### src/rtl/if_fetch.sv
// if_fetch: PC owner, ROM fetch and 2-entry fetch queue with decode handshake and branch redirect.
// Optional IF_PERF_EN adds a saturating full-queue stall counter on perf_stall_cnt.
module if_fetch #(
   parameter int                 ADDR_W   = 64,
   parameter int                 INST_W   = 64,
   parameter logic [ADDR_W-1:0]  RESET_PC = '0
) (
   input  logic              clk,
   input  logic              rst,
   output logic              rom_ce,
   output logic [ADDR_W-1:0] rom_addr,
   input  logic [INST_W-1:0] rom_inst,
   input  logic              br_flag,
   input  logic [ADDR_W-1:0] br_target,
   output logic              id_valid,
   input  logic              id_ready,
   output logic [ADDR_W-1:0] id_pc,
   output logic [INST_W-1:0] id_inst
`ifdef IF_PERF_EN
  ,output logic [31:0]       perf_stall_cnt
`endif
);
   typedef enum logic [1:0] {IDLE, FETCH, HOLD} state_t;
   state_t            state_q, state_d;
   logic [ADDR_W-1:0] pc_q, pc_d, h_pc_q, h_pc_d, t_pc_q, t_pc_d;
   logic [INST_W-1:0] h_inst_q, h_inst_d, t_inst_q, t_inst_d;
   logic [1:0]        cnt_q, cnt_d;
   logic              active, pop, push, stall;
   always_comb begin
      active   = state_q != IDLE;
      pop      = (cnt_q != 2'd0) & id_ready;
      push     = active & ~br_flag & ((cnt_q != 2'd2) | pop);
      stall    = active & ~br_flag & (cnt_q == 2'd2) & ~pop;
      state_d  = (push | ~active | br_flag) ? FETCH : HOLD;
      pc_d     = br_flag ? (br_target & ~ADDR_W'(15)) : push ? pc_q + ADDR_W'(16) : pc_q;
      cnt_d    = br_flag ? 2'd0 : cnt_q + {1'b0, push} - {1'b0, pop};
      h_pc_d   = h_pc_q;
      h_inst_d = h_inst_q;
      t_pc_d   = t_pc_q;
      t_inst_d = t_inst_q;
      if (pop) begin
         h_pc_d   = t_pc_q;
         h_inst_d = t_inst_q;
      end
      // New entry lands in the first slot left free after this cycle's pop.
      if (push && (cnt_q - {1'b0, pop}) == 2'd0) begin
         h_pc_d   = pc_q;
         h_inst_d = rom_inst;
      end else if (push) begin
         t_pc_d   = pc_q;
         t_inst_d = rom_inst;
      end
   end
   always_ff @(posedge clk) begin
      if (rst) begin
         state_q  <= IDLE;
         pc_q     <= RESET_PC;
         cnt_q    <= 2'd0;
         h_pc_q   <= '0;
         h_inst_q <= '0;
         t_pc_q   <= '0;
         t_inst_q <= '0;
      end else begin
         state_q  <= state_d;
         pc_q     <= pc_d;
         cnt_q    <= cnt_d;
         h_pc_q   <= h_pc_d;
         h_inst_q <= h_inst_d;
         t_pc_q   <= t_pc_d;
         t_inst_q <= t_inst_d;
      end
   end
   assign rom_ce   = active;
   assign rom_addr = pc_q;
   assign id_valid = cnt_q != 2'd0;
   assign id_pc    = id_valid ? h_pc_q : '0;
   assign id_inst  = id_valid ? h_inst_q : '0;
`ifdef IF_PERF_EN
   logic [31:0] stall_q;
   always_ff @(posedge clk) begin
      if (rst) stall_q <= '0;
      else if (stall && stall_q != 32'hFFFF_FFFF) stall_q <= stall_q + 32'd1;
   end
   assign perf_stall_cnt = stall_q;
`endif
endmodule

### config.mk
export PLATFORM = sky130hd
export DESIGN_NAME = if_fetch
export DESIGN_NICKNAME = d
export VERILOG_FILES = /design/src/rtl/if_fetch.sv
export SDC_FILE = /design/constraint.sdc
export NUM_CORES = 1
export LEC_CHECK = 0
export ABC_CLOCK_PERIOD_IN_PS = 4000
export CAP_MARGIN = 20
export CORE_ASPECT_RATIO = 1.5
export CORE_MARGIN = 2
export CORE_UTILIZATION = 45
export CTS_CLUSTER_SIZE = 40
export DETAILED_ROUTE_END_ITERATION = 10
export PLACE_DENSITY = 0.72
export SYNTH_ARGS = -nofsm -noshare
export SYNTH_HDL_FRONTEND = slang
export SYNTH_SLANG_ARGS = --single-unit
export TNS_END_PERCENT = 10
### constraint.sdc
create_clock -name clk -period 4 [get_ports clk]
set_input_delay 0.8 -clock clk [delete_from_list [all_inputs] [get_ports clk]]
set_output_delay 0.8 -clock clk [all_outputs]
set_load 0.02 [all_outputs]
==> impl_metrics.ini <==
[outcome]
outcome = finished clean

[global_routing]
grt_start_max_net_pins = 135
antenna_found_initial = 2
grt_usage = 0.261
grt_pass1_vias = 13400
grt_overflow_total = 0
grt_pass1_wl_mm = 71.6

[yosys]
synthCells = 1893
synthArstFlopShare = 0
syn_area_per_cell_um2 = 7.62
synth-warning-count = 0
ys.flop_type = dfxtp_1
synthTopCellsByArea = dfxtp_1 (43%), nand2_1 (11%), a311oi_1 (7.5%), a21oi_1 (6.2%), and2_1 (5.5%)
synth_edf_count = 0
syn_area_mm2 = 0.0144
synth_seq_cells = 312
ys_seq_area_frac = 0.433
synth.largest_area_cell = dfxtp_1
yosysUniqueCellTypes = 61
yosys.area.top_type_share = 0.433

[die]
die_area_mm2 = 0.0336
rows = 80
die-width_um = 150
io_pins = 326
fp.dieH_um = 223
core_mm2 = 0.0317
initial_core_util = 0.455

[sta]
max_freq_ghz = 0.291
tns_ps = 0
skew_ps = 13.8
slew_viol_final = 0
period_share = 0.860
worstMarginPinSlew_ps = 968
rsz0062_at_grt = false
fin_crit_ps = 3440
slew_headroom = 0.354
hold_viol = 0
setup_viol = 0

[hold_path]
holdPathStages = 2
hp-class = register to register

[critical_path]
arrival_ps = 2640
cp_max_fo = 66
worstSetupPathType = register to output port
endpoint_kind = output port
required_ps = 3200
startpoint_type = register
reg2regPathDepth = 7

[place]
postPlaceCellArea_mm2 = 0.0177
hpwl_mm = 28.6
gp_congestion = 0.826
numPortBuffers = 313

[run]
cap_violations = 0

[power]
power.density_mw_per_mm2 = 393
vdd_ir_drop_max_uv = 292
power_uw = 7400
leakagePower_uw = 0.00642

[clock_network]
path_clk_slew_ps = 70
ctsResizeCount = 0
clkLatencyLatePin_ps = 570
clock_path_buffers = 3
clock_sinks = 312
postCtsSetupBuffers = 0
postCtsHoldBufs = 0
cts_tree = yes
cts_buffers = 31
root_buffer = clkbuf_16
htreeDepth = 1

[finish]
area_growth_pct = 30.3
post-route-util = 0.593
final_area_mm2 = 0.0188
finalNetCount = 2221
multi_input_area_mm2 = 0.00745
register_area_mm2 = 0.00625
layout-drive-gt1-share = 0.0474
nFillCells = 2860

[routing]
drt_iter0_drc = 1097
drt-total-wl_mm = 45.7
post_drt_wl_per_cell_um = 18.1
post-route-drc-count = 0
vias = 14400
ant_nets = 0
via_per_inst = 5.72
drtPass1Iterations = 7
## worst paths after layout
kind	start	end	slack, ps
max	cnt_q[0]	id_pc[45]	560
max reg2reg	rom_addr[5]	rom_addr[36]	1390
min	t_inst_q[23]	t_inst_q[23]	460
min reg2reg	t_inst_q[23]	t_inst_q[23]	460
## routing by layer
layer / vias to the layer above / global-route usage / wire length (um)
li1: 6911 / - / -
met1: 6813 / 0.335 / 18400
met2: 585 / 0.435 / 22300
met3: 107 / 0.0415 / 3250
met4: 2 / 0.106 / 1790
met5: - / 0 / 11
## synth_stat cells (all sizes together), types with 3 or more instances
cell type / number
nand3: 152
and2: 128
xnor2: 23
o211ai: 3
nor3: 21
nand2: 431
nand4: 19
clkbuf: 136
a31oi: 4
and4: 6
and3: 26
or3: 3
a211oi: 3
nor2: 162
dfxtp: 312
o311ai: 3
mux2i: 6
o21ai: 12
o31a: 3
mux2: 3
xor2: 11
a22oi: 7
buf: 47
a311oi: 124
a21oi: 179
o22ai: 15
o21a: 3
inv: 10
nor4: 14
## registers in the layout (all words and copies together) (netlist names)
| name | flops |
|---|---|
| h_pc_q | 60 |
| state_q | 2 |
| rom_addr | 60 |
| cnt_q | 2 |
| h_inst_q | 64 |
| t_inst_q | 64 |
| t_pc_q | 60 |
## layout make-up
| class | instances | share of cell area |
|---|---|---|
| clock inverters | 15 | 0.0128 |
| well taps | 410 | 0.0273 |
| diodes | 1 | 0.000133 |
| clock buffers | 42 | 0.0466 |
| repair buffers | 337 | 0.183 |
| flip-flops and latches | 312 | 0.332 |
| inverters | 10 | 0.00200 |
| multi-input cells | 1395 | 0.396 |
## per-stage QoR
step	hold slack [ps]	std cells	worst slack, ps
global placement	441	2463	762
global route	471	2521	437
CTS	455	2520	539
detailed placement	447	2463	731
floorplan	437	1900	1570
finish	455	2522	559
## placed cells by master (no fill, tap or decap), types with 17 or more instances in the layout
cell / synthesis / routed
nand4_1: 17 / 17
a311oi_1: 124 / 124
nor2_1: 161 / 160
clkbuf_16: 0 / 31
xnor2_1: 23 / 23
nand3_1: 152 / 152
nor3_1: 18 / 18
nand2_1: 431 / 429
a21oi_1: 179 / 179
and3_1: 26 / 26
and2_1: 128 / 128
clkdlybuf4s50_1: 0 / 310
dfxtp_1: 312 / 312
## report_power, final
| part | leakage (uW) | switching, uW | internal, uW | total (uW) |
|---|---|---|---|---|
| logic | 0.00333 | 475 | 365 | 840 |
| registers | 0.00255 | 128 | 3240 | 3370 |
| clock network | 0.000547 | 1270 | 1920 | 3190 |
| total | 0.00642 | 1870 | 5530 | 7400 |
## cell families (layout without fill, tap and decap cells)
group                      after synthesis  in the layout  synth area share
other                                    1              9          0.000260
xor gates and xnor gates                34             34            0.0206
muxes                                    9              9           0.00650
AOI/OAI and AO/OA                      369            369             0.170
DFF                                    312            312             0.433
adders and majority gates                2              2           0.00173
buffers and inverters                  193            404            0.0552
and+or+nand+nor                        973            973             0.313
## worst max-delay path, stage by stage (launching register included)
cell             delay (ps)
dfxtp_1                 420
or2_4                   480
buf_12                  340
and2_1                  170
clkdlybuf4s50_1         650
No activity file was read; power rests on OpenSTA's default activity.
